## config.mk

```make
export PLATFORM = sky130hd
export DESIGN_NAME = uart_bus_arbiter
export DESIGN_NICKNAME = d
export VERILOG_FILES = /design/src/rtl/uart_bus_arbiter.sv
export SDC_FILE = /design/constraint.sdc
export NUM_CORES = 1
export LEC_CHECK = 0
export BUFFER_PORTS_ARGS = -buffer_cell sky130_fd_sc_hd__buf_2
export CAP_MARGIN = 25
export CELL_PAD_IN_SITES_DETAIL_PLACEMENT = 1
export CELL_PAD_IN_SITES_GLOBAL_PLACEMENT = 1
export CORE_AREA = 2 2 119 121
export CTS_CLUSTER_DIAMETER = 60
export DETAILED_ROUTE_END_ITERATION = 8
export DIE_AREA = 0 0 121 123
export PLACE_DENSITY = 0.85
export RECOVER_POWER = 50
export SETUP_SLACK_MARGIN = 0.2
export SLEW_MARGIN = 20
export SYNTH_ARGS = -nofsm -noshare
export SYNTH_HDL_FRONTEND = slang
export SYNTH_SLANG_ARGS = --single-unit
```

## constraint.sdc

```tcl
create_clock -name UART_CLK -period 2 [get_ports UART_CLK]
set_input_delay 0.2 -clock UART_CLK [delete_from_list [all_inputs] [get_ports UART_CLK]]
set_output_delay 0.2 -clock UART_CLK [all_outputs]
set_load 0.1 [all_outputs]
```

## src/rtl/uart_bus_arbiter.sv

```systemverilog
// Two-requester arbiter in front of a single shared UART slave: round-robin grant,
// one-cycle gap between owners, and a per-transaction timeout.
module uart_bus_arbiter #(
  parameter int TIMEOUT_CYCLES = 1024,
  parameter int TO_W           = 11
) (
  input  logic        UART_CLK,
  input  logic        UART_RST,
  input  logic        M0_WR_VALID,
  input  logic        M1_WR_VALID,
  input  logic        M0_RD_READY,
  input  logic        M1_RD_READY,
  input  logic [31:0] M0_I_ADDR,
  input  logic [31:0] M1_I_ADDR,
  input  logic [31:0] M0_I_DATA,
  input  logic [31:0] M1_I_DATA,
  output logic        M0_WR_READY,
  output logic        M1_WR_READY,
  output logic        M0_RD_VALID,
  output logic        M1_RD_VALID,
  output logic [31:0] M0_O_DATA,
  output logic [31:0] M1_O_DATA,
  output logic        S_WR_VALID,
  output logic        S_RD_READY,
  output logic [31:0] S_I_ADDR,
  output logic [31:0] S_I_DATA,
  input  logic        S_WR_READY,
  input  logic        S_RD_VALID,
  input  logic [31:0] S_O_DATA,
  output logic [1:0]  GRANT,
  output logic        ERR_TIMEOUT,
  output logic [1:0]  DBG_STATE
);

  // Handshake: a requester raises WR_VALID (write) or RD_READY (read) and holds it
  // until the matching one-cycle WR_READY / RD_VALID completion pulse; dropping it
  // early abandons the transaction. The slave side mirrors this with S_WR_VALID /
  // S_RD_READY as requests and S_WR_READY / S_RD_VALID as completion strobes.

  typedef enum logic [1:0] {
    ST_IDLE = 2'd0,
    ST_BUSY = 2'd1,
    ST_GAP  = 2'd2
  } state_t;

  localparam logic [TO_W-1:0] TO_LAST = TO_W'(TIMEOUT_CYCLES - 1);

  state_t          state;
  logic            owner;
  logic            prio;
  logic [TO_W-1:0] to_cnt;
  logic            err_q;

  logic        busy;
  logic        req0;
  logic        req1;
  logic        own_wr;
  logic        own_rd;
  logic [31:0] own_addr;
  logic [31:0] own_data;
  logic        done;
  logic        dropped;
  logic        expired;

  assign busy     = (state == ST_BUSY);
  assign req0     = M0_WR_VALID | M0_RD_READY;
  assign req1     = M1_WR_VALID | M1_RD_READY;
  assign own_wr   = owner ? M1_WR_VALID : M0_WR_VALID;
  assign own_rd   = owner ? M1_RD_READY : M0_RD_READY;
  assign own_addr = owner ? M1_I_ADDR : M0_I_ADDR;
  assign own_data = owner ? M1_I_DATA : M0_I_DATA;
  assign done     = busy & (S_WR_READY | S_RD_VALID);
  assign dropped  = busy & ~(own_wr | own_rd);
  assign expired  = busy & (to_cnt == TO_LAST);

  always_ff @(posedge UART_CLK) begin
    if (UART_RST) begin
      state  <= ST_IDLE;
      owner  <= 1'b0;
      prio   <= 1'b0;
      to_cnt <= '0;
      err_q  <= 1'b0;
    end else begin
      err_q <= 1'b0;
      case (state)
        ST_IDLE: begin
          if (req0 | req1) begin
            // prio names the requester that wins a tie
            owner  <= (req0 & req1) ? prio : req1;
            to_cnt <= '0;
            state  <= ST_BUSY;
          end
        end
        ST_BUSY: begin
          if (done | dropped | expired) begin
            state <= ST_GAP;
            prio  <= ~owner;
            err_q <= ~done & ~dropped;
          end else begin
            to_cnt <= to_cnt + TO_W'(1);
          end
        end
        ST_GAP:  state <= ST_IDLE;
        default: state <= ST_IDLE;
      endcase
    end
  end

  always_comb begin
    S_WR_VALID  = 1'b0;
    S_RD_READY  = 1'b0;
    S_I_ADDR    = '0;
    S_I_DATA    = '0;
    GRANT       = 2'b00;
    M0_WR_READY = 1'b0;
    M1_WR_READY = 1'b0;
    M0_RD_VALID = 1'b0;
    M1_RD_VALID = 1'b0;
    M0_O_DATA   = '0;
    M1_O_DATA   = '0;
    if (busy) begin
      // a write wins when the owner raises both request types
      S_WR_VALID = own_wr;
      S_RD_READY = own_rd & ~own_wr;
      S_I_ADDR   = own_addr;
      S_I_DATA   = own_data;
      GRANT      = {owner, ~owner};
      if (owner) begin
        M1_WR_READY = S_WR_READY;
        M1_RD_VALID = S_RD_VALID;
        M1_O_DATA   = S_RD_VALID ? S_O_DATA : '0;
      end else begin
        M0_WR_READY = S_WR_READY;
        M0_RD_VALID = S_RD_VALID;
        M0_O_DATA   = S_RD_VALID ? S_O_DATA : '0;
      end
    end
  end

  assign ERR_TIMEOUT = err_q;
  assign DBG_STATE   = state;

endmodule
```

==> results of run 1 <==
==> layer usage <==
metal	global-route usage	routed length [µm]	vias up
li1	-	-	1789
met4	0.0698	665	0
met2	0.437	10200	169
met3	0.0470	1080	47
met5	0	0	-
met1	0.214	5830	1860
==> critical path, cell delays in order, from the launching register on <==
cell and delay, ps:
dfxtp_4 370, buf_12 140, buf_16 130, o32a_1 370, nor2_4 80, clkbuf_4 330
==> kinds of logic after synthesis <==
kind of cell / count (synthesis) / synth area share
AO/OA/AOI/OAI: 26 / 0.0832
adder cells (fa/ha/maj): 1 / 0.00551
buffers and inverters: 32 / 0.0584
flip-flops: 16 / 0.141
multiplexers: 66 / 0.291
AND/OR/NAND/NOR: 186 / 0.421
==> cells in the final DEF (no fill, tap or decap), types with 2 or more instances in the layout <==
cell,synthesis,final
a211oi_1,2,2
a21oi_1,7,7
a31oi_1,4,4
and2_2,0,9
and2_4,0,27
and3_1,37,3
and3_2,0,7
and3_4,0,27
buf_12,0,95
buf_16,0,7
buf_2,10,174
buf_4,0,26
buf_6,0,14
clkbuf_1,14,4
clkbuf_16,0,7
clkbuf_2,0,5
clkbuf_4,0,14
dfxtp_1,16,11
dfxtp_2,0,2
dfxtp_4,0,3
inv_1,3,3
mux2i_1,66,33
mux2i_2,0,18
mux2i_4,0,15
nand2_1,4,4
nand3_1,9,9
nand3b_1,3,3
nand4_1,2,2
nor2_1,77,10
nor2_4,0,67
nor3_1,5,5
o21ai_0,5,6
or3_1,3,3
==> synth_stat cells (4+ instances only) <==
cell type	n
mux2i_1	66
and3_1	37
buf_2	10
nor2_1	77
nor3_1	5
o21ai_0	5
a21oi_1	7
buf_1	5
nand3_1	9
clkbuf_1	14
a31oi_1	4
and2_1	37
nand2_1	4
dfxtp_1	16
==> power groups by stage <==
stage	clock, W	combinational, W	sequential (W)
after global routing	0.000431	0.00305	0.000343
final	0.000403	0.00296	0.000342
after global placement	0	0.00274	0.000350
after floorplan	0	0.00188	0.000372
after CTS	0.000412	0.00303	0.000341
after detailed placement	0	0.00280	0.000352
==> through the flow <==
stage | cell area (µm²) | setup slack, ps | util | hold WS (ps)
2_1_floorplan | 3130 | 23.2 | - | 276
3_5_place_dp | 6540 | 230 | 0.480 | 462
4_1_cts | 7100 | 149 | 0.522 | 302
3_3_place_gp | 6540 | 301 | 0.480 | 455
6_report | 7020 | 114 | 0.516 | 303
5_1_grt | 7020 | 57.0 | 0.516 | 321
==> repair_timing <==
action | in CTS | in global routing
buffers inserted | 4 | 8
endpoints found under the setup margin | 92 | 126
gates cloned | 4 | 5
pin swaps | 1 | 28
gates resized for setup | 79 | 44
==> path summary, 6_finish.rpt <==
| kind | from | endpoint | slack [ps] | cells after the start |
|---|---|---|---|---|
| setup / recovery | owner | S_RD_READY | 110 | 5 |
| hold / removal | UART_RST | DBG_STATE[0] | 300 | 2 |
| hold reg to reg | to_cnt[10] | ERR_TIMEOUT | 490 | 1 |
| setup reg to reg | to_cnt[0] | to_cnt[4] | 190 | 7 |
==> sequential cells by signal, summed over array words and instances, names as in the netlist <==
name	count
DBG_STATE	2
ERR_TIMEOUT	1
owner	1
to_cnt	11
prio	1
==> layout make-up <==
class / instances / area [µm²] / area share
Multi-Input combinational cell: 279 / 2810 / 0.401
Tap cell: 180 / 225 / 0.0321
Clock buffer: 4 / 78.8 / 0.0112
Inverter: 3 / 11.3 / 0.00160
Sequential cell: 16 / 334 / 0.0476
Timing Repair Buffer: 342 / 3560 / 0.507
==> results.yml, run 1 <==
power_and_ir_drop:
  powerDensity_mw_per_mm2: 528
  total_power_w: 0.00371
  comb_power_share: 0.799
  p_sw_frac: 0.567
  clkPwrFrac: 0.109
  p_int_w: 0.00160
  seqPwrFrac: 0.092
  p_sw_w: 0.00210
  p_leak_nw: 2.90
  peakVddDrop_v: 0.000363
die:
  io_pins: 307
  fp.dieW_um: 121
  placementRows: 43
  coreArea_mm2: 0.0136
  floorplan.initialDensity: 0.167
  die-height_um: 123
  die_area_mm2: 0.0149
clocking:
  cts.sinks: 16
  cts-hold-fix-buffers: 0
  cts_max_path_buffers: 2
  h-tree-depth: 1
  cts_root_buf: "clkbuf_16"
  cts_tree: "yes"
  insertion_delay_ps: 250
  numCtsBuffers: 3
  clk_pin_slew_ps: 50
grt:
  grt_max_degree: 36
  grtUsageTotal: 0.215
  grt_pass1_wl_mm: 24.5
  grt_overflow_total: 0
  grt_pass1_vias: 4118
  antenna_found_initial: 0
sta:
  skew_ps: 5.88
  fmax_mhz: 530
  hold_viol_final: 0
  grt_setup_unrepaired: "yes"
  tightest_slew_ps: 1200
  finalSetupViolations: 0
  slew_violations: 0
  period_share: 0.943
  relSlewSlack: 0.204
  finalSetupTns_ps: 0
  fin_crit_ps: 1890
synth:
  synth_top_area_frac: 0.291
  synthCells: 327
  synth.area.top_cells: "mux2i_1, dfxtp_1, nor2_1"
  synth_edf_count: 0
  syn_avg_cell_area_um2: 6.94
  ys_seq_elements: 16
  netlist_area_mm2: 0.00227
  synth_seq_area_share: 0.141
  synth_area_leader_cell: "mux2i_1"
  async_reset_ff_frac: 0
  synthFlopType: "dfxtp_1"
  synth_fp_nets: 496
  yosysWarnings: 0
  ys_types: 36
drt:
  num_vias: 3865
  dr.pass1.iters: 4
  wl_per_cell_um: 21.6
  via_per_inst: 4.69
  wirelength_mm: 17.8
  ant_nets: 0
  drt_iter0_markers: 82
  drc: 0
placement:
  gp_congestion: 0.817
  portBuffers: 306
  dp_hpwl_mm: 13.1
  dp.cells: 799
status:
  status: "complete, no violations"
critical_path:
  crit_fanout: 5
  setup.worst_path.start_class: "register"
  cp.arrival_ps: 1690
  criticalPathCategory: "register to primary output"
  end_kind: "primary output"
  required_ps: 1800
final_layout:
  final_layout_size_suffix_gt1_frac: 0.812
  nets: 814
  instances_no_fill: 824
  area_growth_pct: 209
  n_antenna_cell: 0
  nFillCells: 1477
hold_path:
  hold_path.class: "primary input to register"
job:
  drv_cap: 0
Note: power is estimated with default switching activity, not from simulation.
==> inputs of run 2 (changes only) <==
--- a/config.mk
+++ b/config.mk
@@ -10,9 +10,9 @@
 export CELL_PAD_IN_SITES_DETAIL_PLACEMENT = 1
 export CELL_PAD_IN_SITES_GLOBAL_PLACEMENT = 1
-export CORE_AREA = 2 2 119 121
+export CORE_AREA = 2 2 120 122
 export CTS_CLUSTER_DIAMETER = 60
 export DETAILED_ROUTE_END_ITERATION = 8
-export DIE_AREA = 0 0 121 123
-export PLACE_DENSITY = 0.85
+export DIE_AREA = 0 0 122 124
+export PLACE_DENSITY = 0.84
 export RECOVER_POWER = 50
 export SETUP_SLACK_MARGIN = 0.2
==> constraint.sdc (replaced) <==
create_clock -name UART_CLK -period 2.2 [get_ports UART_CLK]
set_input_delay 0.33 -clock UART_CLK [delete_from_list [all_inputs] [get_ports UART_CLK]]
set_output_delay 0.33 -clock UART_CLK [all_outputs]
set_load 0.1 [all_outputs]
==> run 2 against run 1 <==
Effect of this change:
- via count decreased by 5.7%
- non-clock buffer count decreased by 21
- design area decreased by 9.5%
- utilization decreased by 5.3 points
- hold slack improved by 140 ps
- flip-flop and latch count unchanged
- total power decreased by 15%
- highest routed layer unchanged
==> results.yml, run 2 (synthesized netlist as in run 1, its figures left out) <==
status:
  status: "complete, no violations"
job:
  drv_cap: 0
sta:
  period_share: 0.925
  finalSetupTns_ps: 0
  tightest_slew_ps: 1200
  finalSetupViolations: 0
  hold_viol_final: 0
  holdWs_ps: 445
  slew_violations: 0
  fmax_mhz: 491
  fin_crit_ps: 2040
  grt_setup_unrepaired: "yes"
  skew_ps: 1.39
  relSlewSlack: 0.201
  fin_ws_ps: 165
drt:
  drc: 0
  dr.pass1.iters: 4
  ant_nets: 0
  drt_iter0_markers: 68
  via_per_inst: 4.53
  num_vias: 3645
  wl_per_cell_um: 19.4
  wirelength_mm: 15.6
critical_path:
  end_kind: "primary output"
  criticalPathCategory: "register to primary output"
  crit_fanout: 16
  worstSetupStartpoint: "DBG_STATE[0]"
  r2r_start: "owner"
  cp.arrival_ps: 1710
  slowest_delay_ps: 390
  required_ps: 1870
  slowest_stage: "dfxtp_4"
  path_cells: "nor2b_4, and3_1, clkbuf_16, and2_2, buf_12"
  setup.worst_path.start_class: "register"
grt:
  grt_pass1_wl_mm: 22.2
  grt_max_degree: 54
  grt_overflow_total: 0
  antenna_found_initial: 1
  grt_pass1_vias: 4118
  grtUsageTotal: 0.190
clocking:
  numCtsBuffers: 3
  h-tree-depth: 1
  cts.sinks: 16
  cts_tree: "yes"
  cts-hold-fix-buffers: 0
  insertion_delay_ps: 250
  clk_pin_slew_ps: 50
  cts_max_path_buffers: 2
  cts_root_buf: "clkbuf_16"
hold_path:
  hold_path.class: "primary input to register"
  hold_start: "UART_RST"
placement:
  portBuffers: 306
  gp_congestion: 0.816
  dp_hpwl_mm: 13.1
  dp_slack_ps: 295
final_layout:
  largest_reg_flops: 11
  final_cell_mix: "buf_2, buf_12, nor2_4, mux2i_1, buf_4"
  nets: 793
  final_layout_size_suffix_gt1_frac: 0.750
  final_common_cell: "buf_2"
  regMostFlops: "to_cnt"
  area_growth_pct: 180
power_and_ir_drop:
  peakVddDrop_v: 0.000303
  p_leak_nw: 2.66
  total_power_w: 0.00316
  powerDensity_mw_per_mm2: 497
die:
  die_area_mm2: 0.0151
  placementRows: 43
  floorplan.initialDensity: 0.166
  io_pins: 307
  coreArea_mm2: 0.0137
  fp.dieW_um: 122
  die-height_um: 124
[run 2: through the flow]
stage,cell area (µm²),cells,util
after floorplan,3070,327,-
after global placement,6750,795,0.492
after detailed placement,6750,795,0.492
after CTS,6850,799,0.499
after global routing,6350,804,0.463
final,6350,804,0.463
[run 2: routing by layer]
metal	vias up	share of wire	track usage
met2	153	0.59	0.404
met4	0	0.028	0.0603
met5	-	0	0
met1	1721	0.32	0.175
li1	1739	-	-
met3	32	0.063	0.0403
[run 2: repair_timing]
item | 4_1_cts | 5_1_grt
setup buffers | 0 | 2
endpoints found under the setup margin | 63 | 84
gates resized for setup | 2 | 7
gates cloned | 0 | 2
[run 2: critical path, delay by kind of cell (launching register included)]
kind | cells | cell delay, ps
buf+inv | 2 | 390
flops | 1 | 390
simple gates | 3 | 670
[run 2: final timing paths]
path	to	slack [ps]	depth (start not counted)
setup / recovery	M1_O_DATA[2]	160	5
hold / removal	DBG_STATE[0]	440	2
setup reg to reg	to_cnt[6]	250	5
hold reg to reg	ERR_TIMEOUT	490	1
[run 2: cell type report]
type	instances	area [µm²]
Fill cell	1578	7360
Timing Repair Buffer	321	3180
Clock buffer	4	88.8
Tap cell	180	225
Sequential cell	16	329
Antenna cell	1	2.50
Inverter	3	11.3
Multi-Input combinational cell	279	2520
[run 2: power breakdown]
part	total [W]	leakage (nW)	switching, W	internal, W
combinational	0.00245	2.49	0.00168	0.000767
sequential	0.000314	0.131	0.0000158	0.000299
clock	0.000395	0.0442	0.000119	0.000276
==> inputs of run 3 (changes only) <==
ABC_CLOCK_PERIOD_IN_PS = 2200   (was not set)
CTS_BUF_LIST = sky130_fd_sc_hd__clkbuf_8   (was not set)
==> run 3 against run 2 <==
Effect of this change:
- combinational power about the same
- flip-flop and latch count unchanged
- clock-buffer cell count unchanged
- sequential power is essentially flat
- non-clock buffer count increased by 1
- total power is 4.2% lower
- first-iteration DRC count increased by 35%
- sequential share of layout area grew 0.056 points
- die area unchanged
- critical endpoint is now M1_O_DATA[27]
- largest power group unchanged
==> results.yml, run 3 (synthesized netlist as in run 1, its figures left out) <==
sta:
  finalSetupViolations: 0
  fin_crit_ps: 2040
  skew_ps: 1.33
  slew_violations: 0
  fin_ws_ps: 158
  grt_setup_unrepaired: "yes"
  holdWs_ps: 429
  period_share: 0.928
  fmax_mhz: 490
  tightest_slew_ps: 1200
  finalSetupTns_ps: 0
  relSlewSlack: 0.202
  hold_viol_final: 0
final_layout:
  final_common_cell: "buf_2"
  regMostFlops: "to_cnt"
  seqCellArea_um2: 332
  nets: 794
  final_cell_mix: "buf_2, buf_12, nor2_4, mux2i_1, clkbuf_4"
  largest_reg_flops: 11
  nFillCells: 1588
  instances_no_fill: 806
  multi_input_area_mm2: 0.00254
  final_layout_size_suffix_gt1_frac: 0.750
  utilization: 0.462
  area_growth_pct: 179
critical_path:
  cp.arrival_ps: 1710
  end_kind: "primary output"
  r2r-end: "to_cnt[6]"
  r2r_start: "owner"
  r2r_cells: 5
  setup.worst_path.start_class: "register"
  criticalPathCategory: "register to primary output"
  r2r_slack_ps: 290
  crit_fanout: 8
  required_ps: 1870
die:
  coreArea_mm2: 0.0137
  io_pins: 307
  floorplan.initialDensity: 0.166
  die-height_um: 124
  placementRows: 43
  die_area_mm2: 0.0151
  fp.dieW_um: 122
drt:
  drc: 0
  drt_iter0_markers: 92
  wl_per_cell_um: 19.3
  wirelength_mm: 15.5
  ant_nets: 0
  dr.pass1.iters: 4
  via_per_inst: 4.53
  num_vias: 3651
grt:
  grt_pass1_wl_mm: 22.3
  grt_max_degree: 42
  grtUsageTotal: 0.191
  grt_pass1_vias: 4101
  grt_overflow_total: 0
  antenna_found_initial: 2
status:
  status: "complete, no violations"
power_and_ir_drop:
  peakVddDrop_v: 0.000294
  p_leak_nw: 2.64
  powerDensity_mw_per_mm2: 478
clocking:
  clk_pin_slew_ps: 70
  cts-hold-fix-buffers: 0
  numCtsBuffers: 3
  insertion_delay_ps: 260
  cts_tree: "yes"
  cts_root_buf: "clkbuf_8"
  h-tree-depth: 1
  cts.sinks: 16
  cts_max_path_buffers: 2
placement:
  dp_hpwl_mm: 13.1
  dp_slack_ps: 295
  gp_congestion: 0.816
  dp.cells: 795
  portBuffers: 306
job:
  drv_cap: 0
hold_path:
  hold_path.class: "primary input to register"
  min_to: "DBG_STATE[0]"
  hold_depth: 2
  hold_start: "UART_RST"
[run 3: how the worst max path moves through the flow]
stage	to	depth (start not counted)	slack, ps	start
floorplan	S_I_ADDR[11]	5	50	DBG_STATE[1]
CTS	S_I_DATA[5]	4	200	owner
detailed placement	M1_O_DATA[6]	6	290	S_RD_VALID
finish	M1_O_DATA[27]	5	160	DBG_STATE[0]
global route	M1_O_DATA[28]	5	90	DBG_STATE[0]
global placement	to_cnt[2]	6	370	S_WR_READY
[run 3: through the flow]
| stage | total power, W | area (µm²) |
|---|---|---|
| global placement | 0.00290 | 6750 |
| CTS | 0.00324 | 6860 |
| floorplan | 0.00202 | 3070 |
| global route | 0.00312 | 6330 |
| finish | 0.00303 | 6330 |
| detailed placement | 0.00295 | 6750 |
[run 3: per-layer routing]
layer  GRT usage  wire, µm  vias up
met5           0         0        -
met2       0.400      9080      156
met3      0.0403       968       33
met1       0.178      5030     1720
met4      0.0690       448        0
li1            -         -     1742
[run 3: what timing repair did]
item	CTS	global route
endpoints found under the setup margin	72	51
gates cloned	1	2
resized for setup	3	14
pin swaps	0	1
buffers inserted	0	2
[run 3: worst max-delay path, cell delays in order (launching register included)]
cell	delay, ps
dfxtp_4	390
nor2b_4	200
and3_4	260
buf_6	140
and2_4	140
clkbuf_4	320
[run 3: report_power, final]
part           switching [W]  leakage [nW]  internal (W)
clock network       0.000111        0.0288      0.000159
registers          0.0000157         0.132      0.000298
logic                0.00168          2.48      0.000759
total                0.00181          2.64       0.00122
[run 3: final cells by class]
| class | instances | share of cell area |
|---|---|---|
| timing repair buffer | 322 | 0.500 |
| antenna | 2 | 0.000790 |
| multi-input combinational | 279 | 0.401 |
| sequential | 16 | 0.0523 |
| tap | 180 | 0.0356 |
| inverter | 3 | 0.00178 |
| clock buffer | 4 | 0.00869 |
